<file path="config.mk">
export PLATFORM = sky130hd
export DESIGN_NAME = d_mem_arbiter
export DESIGN_NICKNAME = d
export VERILOG_FILES = /design/src/rtl/d_mem_arb_pkg.sv /design/src/rtl/d_mem_rr_arb.sv /design/src/rtl/d_mem_arbiter.sv
export SDC_FILE = /design/constraint.sdc
export NUM_CORES = 1
export LEC_CHECK = 0
export BUFFER_PORTS_ARGS = -buffer_cell sky130_fd_sc_hd__buf_4
export CAP_MARGIN = 20
export CORE_AREA = 4 4 131 133
export CTS_BUF_LIST = sky130_fd_sc_hd__clkbuf_8
export DETAILED_ROUTE_END_ITERATION = 10
export DIE_AREA = 0 0 135 137
export PLACE_DENSITY_LB_ADDON = 0.08
export SLEW_MARGIN = 20
export SYNTH_ARGS = -nofsm -noshare
export SYNTH_HDL_FRONTEND = slang
export SYNTH_SLANG_ARGS = --single-unit
</file>
<file path="constraint.sdc">
create_clock -name clk -period 6.1 [get_ports clk]
set_clock_uncertainty 0.1 [all_clocks]
set_input_delay 1.525 -clock clk [delete_from_list [all_inputs] [get_ports clk]]
set_output_delay 1.525 -clock clk [all_outputs]
set_load 0.03 [all_outputs]
</file>
<file path="src/rtl/d_mem_arb_pkg.sv">
// Shared constants, request payload and strobe-legality helper for the data memory arbiter.
package d_mem_arb_pkg;

    localparam int unsigned NUM_PORTS      = 2;
    localparam int unsigned PORT_CORE      = 0;
    localparam int unsigned PORT_LOADER    = 1;
    localparam int unsigned REQ_ADDR_W     = 32;
    localparam int unsigned REQ_DATA_W     = 32;
    localparam int unsigned STRB_W         = REQ_DATA_W / 8;
    localparam int unsigned NUM_LEGAL_STRB = 7;

    // Byte, aligned halfword and full word store patterns.
    localparam logic [STRB_W-1:0] LEGAL_STRB [NUM_LEGAL_STRB] = '{
        4'b0001, 4'b0010, 4'b0100, 4'b1000, 4'b0011, 4'b1100, 4'b1111
    };

    typedef struct packed {
        logic                  write;
        logic [STRB_W-1:0]     wstrb;
        logic [REQ_ADDR_W-1:0] addr;
        logic [REQ_DATA_W-1:0] wdata;
    } mem_req_t;

    typedef enum logic {
        FAV_CORE   = 1'b0,
        FAV_LOADER = 1'b1
    } rr_state_e;

    function automatic logic strb_legal(input logic [STRB_W-1:0] strb);
        logic hit;
        hit = 1'b0;
        for (int unsigned i = 0; i < NUM_LEGAL_STRB; i++) begin
            if (strb == LEGAL_STRB[i]) begin
                hit = 1'b1;
            end
        end
        return hit;
    endfunction

endpackage

</file>
<file path="src/rtl/d_mem_rr_arb.sv">
// Two-way round-robin grant; the favoured port flips to the other side on every accept.
module d_mem_rr_arb
    import d_mem_arb_pkg::*;
(
    input  logic       clk,
    input  logic       rst,
    input  logic [1:0] valid,
    output logic [1:0] grant_c
);

    rr_state_e state;
    rr_state_e state_next;

    always_ff @(posedge clk) begin
        if (rst) begin
            state <= FAV_CORE;
        end else begin
            state <= state_next;
        end
    end

    // Grant is suppressed during reset so nothing can be accepted.
    always_comb begin
        grant_c    = 2'b00;
        state_next = state;
        if (!rst) begin
            case (valid)
                2'b01:   grant_c = 2'b01;
                2'b10:   grant_c = 2'b10;
                2'b11:   grant_c = (state == FAV_CORE) ? 2'b01 : 2'b10;
                default: grant_c = 2'b00;
            endcase
        end
        if (grant_c[PORT_CORE]) begin
            state_next = FAV_LOADER;
        end else if (grant_c[PORT_LOADER]) begin
            state_next = FAV_CORE;
        end
    end

endmodule

</file>
<file path="src/rtl/d_mem_arbiter.sv">
// Data memory arbiter: core LSU (port 0) and boot/debug loader (port 1) share one memory port.
// Optional performance counters are enabled with the D_MEM_ARB_PERF_EN macro.
module d_mem_arbiter
    import d_mem_arb_pkg::*;
#(
    parameter int unsigned ADDR_W = REQ_ADDR_W,
    parameter int unsigned DATA_W = REQ_DATA_W
) (
    input  logic                          clk,
    input  logic                          rst,
    input  logic [1:0]                    req_valid,
    output logic [1:0]                    req_ready,
    input  logic [1:0]                    req_write,
    input  logic [1:0][DATA_W/8-1:0]      req_wstrb,
    input  logic [1:0][ADDR_W-1:0]        req_addr,
    input  logic [1:0][DATA_W-1:0]        req_wdata,
    output logic [1:0]                    rsp_valid,
    output logic [DATA_W-1:0]             rsp_rdata,
    output logic                          rsp_err,
    input  logic [ADDR_W-1:0]             bound_base,
    input  logic [ADDR_W-1:0]             bound_limit,
    output logic                          mem_enable,
    output logic                          mem_read,
    output logic [DATA_W/8-1:0]           mem_wstrb,
    output logic [ADDR_W-1:0]             mem_addr,
    output logic [DATA_W-1:0]             mem_wdata,
    input  logic [DATA_W-1:0]             mem_rdata
`ifdef D_MEM_ARB_PERF_EN
    ,
    output logic [31:0]                   perf_grant0,
    output logic [31:0]                   perf_grant1,
    output logic [31:0]                   perf_conflict,
    output logic [31:0]                   perf_err
`endif
);

    localparam int unsigned MEM_STRB_W = DATA_W / 8;

    logic [1:0]  grant;
    mem_req_t    req_pkt [NUM_PORTS];
    mem_req_t    sel_req;
    logic        sel_port;
    logic        accept;
    logic        in_bounds;
    logic        legal;
    logic        ok;
    logic [ADDR_W-1:0] sel_addr;

    logic        pend_valid;
    logic        pend_port;
    logic        pend_err;
    logic        pend_read;
    logic        rsp_live;

    d_mem_rr_arb u_rr_arb (
        .clk     (clk),
        .rst     (rst),
        .valid   (req_valid),
        .grant_c (grant)
    );

    always_comb begin
        for (int i = 0; i < NUM_PORTS; i++) begin
            req_pkt[i] = '{
                write: req_write[i],
                wstrb: STRB_W'(req_wstrb[i]),
                addr:  REQ_ADDR_W'(req_addr[i]),
                wdata: REQ_DATA_W'(req_wdata[i])
            };
        end
    end

    // Window and strobe checks apply only to the request actually granted this cycle.
    always_comb begin
        sel_port  = grant[PORT_LOADER];
        sel_req   = req_pkt[sel_port];
        sel_addr  = ADDR_W'(sel_req.addr);
        accept    = |grant;
        in_bounds = (sel_addr >= bound_base) && (sel_addr <= bound_limit);
        legal     = !sel_req.write || strb_legal(sel_req.wstrb);
        ok        = in_bounds && legal;
    end

    assign req_ready = grant;

    always_comb begin
        mem_enable = accept && ok;
        mem_read   = !sel_req.write;
        mem_addr   = sel_addr;
        mem_wdata  = DATA_W'(sel_req.wdata);
        mem_wstrb  = mem_enable ? MEM_STRB_W'(sel_req.wstrb) : '0;
    end

    always_ff @(posedge clk) begin
        if (rst) begin
            pend_valid <= 1'b0;
            pend_port  <= 1'b0;
            pend_err   <= 1'b0;
            pend_read  <= 1'b0;
        end else begin
            pend_valid <= accept;
            pend_port  <= sel_port;
            pend_err   <= !ok;
            pend_read  <= !sel_req.write;
        end
    end

    // Gating with rst drops a response that was pending when reset rose.
    always_comb begin
        rsp_live  = pend_valid && !rst;
        rsp_valid = rsp_live ? (pend_port ? 2'b10 : 2'b01) : 2'b00;
        rsp_err   = rsp_live && pend_err;
        rsp_rdata = (rsp_live && !pend_err && pend_read) ? mem_rdata : '0;
    end

`ifdef D_MEM_ARB_PERF_EN
    always_ff @(posedge clk) begin
        if (rst) begin
            perf_grant0   <= '0;
            perf_grant1   <= '0;
            perf_conflict <= '0;
            perf_err      <= '0;
        end else begin
            if (grant[PORT_CORE]) begin
                perf_grant0 <= perf_grant0 + 32'd1;
            end
            if (grant[PORT_LOADER]) begin
                perf_grant1 <= perf_grant1 + 32'd1;
            end
            if (&req_valid) begin
                perf_conflict <= perf_conflict + 32'd1;
            end
            if (accept && !ok) begin
                perf_err <= perf_err + 32'd1;
            end
        end
    end
`else
    // Default build: no performance counters are instantiated.
`endif

endmodule

</file>
=== Word level (Yosys, flattened, before mapping) ===
Cells that the tools add are included.

* Output and inout bits: 107
* Logic and storage cells: 52
* Input port bits: 238
* Flip-flop bits (word level): 5

* Bitwise gates (word level): 1
* Reductions and logical operators: 14
* Multiplexer cells: 19
* Equal/unequal tests: 10
* Order comparisons: 3

{| class="wikitable"
|+ Operators by type and width
! kind !! count
|-
| $mux 69 || 3
|-
| $ge 32x32->1 || 1
|-
| $le 32x32->1 || 1
|-
| $mux 32 || 1
|-
| $eq 4x4->1 const B || 3
|-
| $mux 1 || 9
|-
| $eq 4x2->1 const B || 2
|-
| $mux 2 || 4
|-
| $logic_and 1x1->1 || 7
|-
| $pmux 2 s3 || 1
|-
| $eq 2x2->1 const B || 2
|-
| $eq 4x1->1 const B || 1
|-
| $eq 4x3->1 const B || 1
|-
| $logic_not 1->1 || 4
|-
| $mux 4 || 1
|-
| $eq 2x1->1 const B || 1
|-
| $ge 2x2->1 const B || 1
|-
| $not 1->2 || 1
|-
| $reduce_bool 2->1 || 1
|-
| $reduce_or 2->1 || 1
|-
| $logic_or 1x1->1 || 1
|}

=== Longest topological paths before layout ===
* Depth in word-level cells: 19
* Depth in mapped cells: 14
* Depth with buffers taken out: 12

=== Modules after synthesis ===
Synthesis repeated with hierarchy kept, for this count alone.

* Cells, all modules: 369
* Area, all modules: 2,957.8 µm²

{| class="wikitable"
|+ By module, submodules not included
! module !! area each (µm²) !! seq. area each (µm²) !! cells an instance !! times used
|-
| d_mem_arbiter || 2,889.0 || 80.1 || 362 || 1
|-
| d_mem_rr_arb || 68.8 || 20.0 || 7 || 1
|}

=== Worst setup path after synthesis ===
Ideal clock, no wire load.

* Path kind: input -> output
* Start point: in rst
* End point: out mem_wstrb[0]
* Stages on the path: 13
* Path buffers: 2
* Path slack: -0.129 ns
* Data required time: 4.475 ns
* Arrival time: 4.604 ns
* Cell sequence: nand3b_2 > inv_1 > buf_2 > buf_2 > nand2_1 > nand2_1 > ha_1 > a21oi_1 > o21ai_0 > a221oi_1 > or3_2 > o2111ai_4 > nor3_1

* Elaborated cells on any way between the ends: 28
* Those cells by class: order compare (2); eq/ne (7); mux (12); bitwise (1); reduce/logical (6)

{| class="wikitable"
|+ RTL lines
! element !! line !! text
|-
| start, declared || d_mem_arbiter.sv:10 || <nowiki>input logic rst,</nowiki>
|-
| $mux 2 (*) || d_mem_rr_arb.sv:26 || <nowiki>if (!rst) begin</nowiki>
|-
| via req_ready[1] || d_mem_arbiter.sv:12 || <nowiki>output logic [1:0] req_ready,</nowiki>
|-
| $not 1->2 (not written as such) (*) || d_mem_arbiter.sv:76 || <nowiki>sel_req = req_pkt[sel_port];</nowiki>
|-
| $mux 69 (not written as such) (*) (3 in series) || d_mem_arbiter.sv:76 ||
|-
| via mem_addr[23] || d_mem_arbiter.sv:25 || <nowiki>output logic [ADDR_W-1:0] mem_addr,</nowiki>
|-
| $ge 32x32->1 / $le 32x32->1 (equally long branches) || d_mem_arbiter.sv:79 || <nowiki>in_bounds = (sel_addr >= bound_base) && (sel_addr <= bound_limit);</nowiki>
|-
| $logic_and 1x1->1 (*) || d_mem_arbiter.sv:79 ||
|-
| $logic_and 1x1->1 (*) || d_mem_arbiter.sv:81 || <nowiki>ok = in_bounds && legal;</nowiki>
|-
| $logic_and 1x1->1 (*) || d_mem_arbiter.sv:87 || <nowiki>mem_enable = accept && ok;</nowiki>
|-
| $mux 4 (*) || d_mem_arbiter.sv:91 || <nowiki>mem_wstrb = mem_enable ? MEM_STRB_W'(sel_req.wstrb) : '0;</nowiki>
|-
| end, declared || d_mem_arbiter.sv:24 || <nowiki>output logic [DATA_W/8-1:0] mem_wstrb,</nowiki>
|}

Mark *: on every way through the listed nets, which the timed path passes. The rest lies on a longest branch. The select of a mux whose other input is x is not followed.

=== Worst setup path in the final report ===
* Start point: in req_valid[0]
* End point: out mem_enable

* Longest elaborated chain between the ends: 18
* Elaborated cells on any way between the ends: 31
* Those cells by class: order compare (2); eq/ne (10); mux (12); bitwise (1); reduce/logical (6)

{| class="wikitable"
|+ Ends and longest elaborated chain
! element !! line !! text
|-
| start, declared || d_mem_arbiter.sv:11 || <nowiki>input logic [1:0] req_valid,</nowiki>
|-
| $eq 2x2->1 / $eq 2x1->1 (equally long branches) || d_mem_rr_arb.sv:27 || <nowiki>case (valid)</nowiki>
|-
| $pmux 2 s3 (*) || d_mem_rr_arb.sv:27 ||
|-
| $mux 2 (*) || d_mem_rr_arb.sv:26 ||
|-
| $not 1->2 (not written as such) || d_mem_arbiter.sv:76 ||
|-
| $mux 69 (not written as such) (3 in series) || d_mem_arbiter.sv:76 ||
|-
| $eq 4x1->1 || d_mem_arb_pkg.sv:33 || <nowiki>if (strb == LEGAL_STRB[i]) begin</nowiki>
|-
| $mux 1 (7 in series) || d_mem_arb_pkg.sv:33 ||
|-
| $logic_or 1x1->1 || d_mem_arbiter.sv:80 || <nowiki>legal = !sel_req.write || strb_legal(sel_req.wstrb);</nowiki>
|-
| $logic_and 1x1->1 || d_mem_arbiter.sv:81 ||
|-
| $logic_and 1x1->1 (*) || d_mem_arbiter.sv:87 ||
|-
| end, declared || d_mem_arbiter.sv:22 || <nowiki>output logic mem_enable,</nowiki>
|}

Mark *: on every way between the ends. The rest lies on a longest branch, timed or not. The select of a mux whose other input is x is not followed.

==> results.py <==
metrics = {
    "outcome": {
        "status": "complete, no violations",
    },
    "yosys": {
        "postSynthAreaPerCell_um2": 5.78,
        "ys_ff_latch": 5,
        "synth_nets": 826,
        "synth.yosys.seq_area_share_pct": 3.30,
        "synth_async_sr_flop_share_pct": 0,
        "synth_ff_type": "dfxtp_1",
        "ys_warn_count": 0,
        "syn_area_um2": 3030,
        "synth_cell_types": 44,
        "synthCells": 524,
        "synth-edff-count": 0,
    },
    "final_layout": {
        "final_common_cell": "buf_4",
        "final_cell_mix": "348 x buf_4, 223 x nand2_1, 66 x inv_1",
        "layout.cells.non_filler": 1075,
        "n_antenna_cell": 0,
        "synthToLayoutAreaGrowth_pct": 97.0,
        "nets": 1162,
        "final_area_um2": 5970,
        "final_layout_size_suffix_gt1_share_pct": 43.4,
    },
    "sta": {
        "holdWs_ns": 0.392,
        "final_max_slew_viol_count": 0,
        "setup_viol": 0,
        "tightest_slew_ns": 0.521,
        "maxSlewHeadroom_pct": 64.4,
        "hold_violations": 0,
        "finalCritPeriodShare_pct": 96.8,
        "min_period_ns": 5.90,
        "max_freq_mhz": 169,
    },
    "placed_design": {
        "portBuffers": 344,
        "post-place-cells": 1071,
        "place.gp.congestion": 0.866,
        "dpl.hpwl_um": 14900,
        "dpl_cell_area_um2": 5880,
    },
    "cts": {
        "cts_tree": "yes",
        "post-cts-setup-buffers": 0,
        "cts.sinks": 5,
        "cts_buffers": 3,
        "htree_levels": 1,
        "cts-root-buf": "clkbuf_8",
        "clockBufferDepth": 2,
        "clk_pin_slew_worst_paths_ns": 0.04,
        "clk_latency_ns": 0.22,
        "ctsResizeCount": 0,
        "postCtsHoldBufs": 0,
    },
    "pwr": {
        "p_int_mw": 0.310,
        "share_comb_of_total_power_pct": 83.4,
        "p_per_area_nw_per_um2": 99.3,
        "sw_frac_of_total_pct": 47.7,
        "clkPwrFrac_pct": 10.5,
        "switching_power_mw": 0.283,
        "leakagePower_nw": 3.61,
        "p_total_mw": 0.593,
        "ir_worst_vdd_v": 0.0000396,
        "seqPwrFrac_pct": 6.2,
    },
    "die": {
        "rows": 46,
        "dieWidth_um": 135,
        "die-area_um2": 18500,
        "die_h_um": 137,
        "num_io_pins": 345,
        "start_util_pct": 19.1,
        "core_um2": 15800,
    },
    "drt": {
        "dr.first_iter.drc_count": 109,
        "wl_per_cell_um": 15.4,
        "drc_errors": 0,
        "viasPerCell": 4.22,
        "drt_first_pass_iters": 4,
        "routed_wl_um": 16600,
        "final_antenna_net_count": 0,
        "via_count": 4539,
    },
    "grt": {
        "grt.overflow.total": 0,
        "globalRouteMet3Util_pct": 3.90,
        "grtUsageMet2_pct": 31.9,
        "grt_usage_pct": 16.2,
        "grt_pass1_wl_um": 24000,
        "grt_pass1_vias": 4591,
        "met1_usage_pct": 17.6,
        "busiest_layer": "met2",
        "grt_start_max_net_pins": 52,
        "antenna_found_initial": 0,
    },
    "critical_path": {
        "path_max_fanout": 51,
        "cp-end-kind": "output pin",
        "cp-start-kind": "primary input",
        "worst_ep_required_time_ns": 4.47,
        "crit_arrival_ns": 4.28,
        "worstSetupPathType": "primary input to output pin",
    },
    "run": {
        "drv_cap": 0,
    },
    "hold_path": {
        "hp-class": "flop to flop",
    },
}
[worst max-delay path: stages]
cell	delay, ns
buf_4	0.12
nand2b_1	0.13
nand3b_4	0.12
buf_12	0.19
nand2_1	0.10
nand2_1	0.13
ha_1	0.36
nand4_2	0.15
nor4_2	0.39
and2_1	0.19
or2_2	0.13
o2111ai_4	0.21
nor4_4	0.28
buf_4	0.21
[cells in the mapped netlist (3+ instances only)]
cell	number	area (um^2)
nand2_1	223	837
and2_1	33	206
nand3_1	3	15.0
nor4_2	4	50.1
inv_1	67	251
nor2_1	12	45.0
a21oi_1	24	120
clkbuf_1	9	33.8
nor3_1	6	30.0
a211oi_1	3	22.5
nand4_1	10	62.6
buf_2	8	40.0
a21o_1	3	22.5
a221oi_1	3	26.3
o21ai_0	12	60.1
ha_1	64	801
dfxtp_1	5	100
[cells by family after synthesis]
group,count (synthesis),share of synthesized area [%]
compound gates,57,12.3
fa+ha+maj,64,26.4
buf+inv,86,11.1
flops,5,3.30
mux,2,0.661
simple gates,310,46.2
[flip-flops by register name (all words and copies together), names as in the netlist]
name,flops
pend_err,1
pend_port,1
pend_read,1
pend_valid,1
u_rr_arb.state,1
[power by group through the flow]
| stage | combinational (mW) | clock (mW) | sequential [mW] |
|---|---|---|---|
| 2_1_floorplan | 0.252 | 0 | 0.0366 |
| 3_3_place_gp | 0.487 | 0 | 0.0371 |
| 3_5_place_dp | 0.491 | 0 | 0.0370 |
| 4_1_cts | 0.493 | 0.0631 | 0.0365 |
| 5_1_grt | 0.545 | 0.0652 | 0.0369 |
| 6_report | 0.494 | 0.0620 | 0.0365 |
[per-stage QoR]
| step | setup WS, ns | TNS (ns) | utilization (%) |
|---|---|---|---|
| floorplan | -0.129 | -0.554 | - |
| detailed placement | 0.0306 | 0 | 37.1 |
| finish | 0.198 | 0 | 37.7 |
| CTS | 0.0109 | 0 | 37.4 |
| global route | -0.0247 | -0.0247 | 37.7 |
| global placement | 0.0333 | 0 | 37.1 |
[area by class of cell]
class	count	area (um^2)
Clock buffer	3	41.3
Clock inverter	1	5.00
Fill cell	1742	9860
Inverter	67	251
Multi-Input combinational cell	433	2650
Sequential cell	5	100
Tap cell	216	270
Timing Repair Buffer	350	2650
[worst paths after layout]
path | start | endpoint | slack (ns) | cells after the start
worst max-delay path | req_valid[0] | mem_enable | 0.20 | 14
worst min-delay path | u_rr_arb.state | u_rr_arb.state | 0.39 | 2
worst max register to register | u_rr_arb.state | pend_err | 3.06 | 13
worst min register to register | u_rr_arb.state | u_rr_arb.state | 0.39 | 2
[layer usage]
layer / up-vias / part of all wire [%] / wire, um
met2: 196 / 53 / 8810
met1: 1953 / 36 / 6050
met4: 0 / 1.9 / 322
li1: 2370 / - / -
met5: - / 0 / 0
met3: 20 / 8.5 / 1420
No activity file was read; power rests on OpenSTA's default activity.
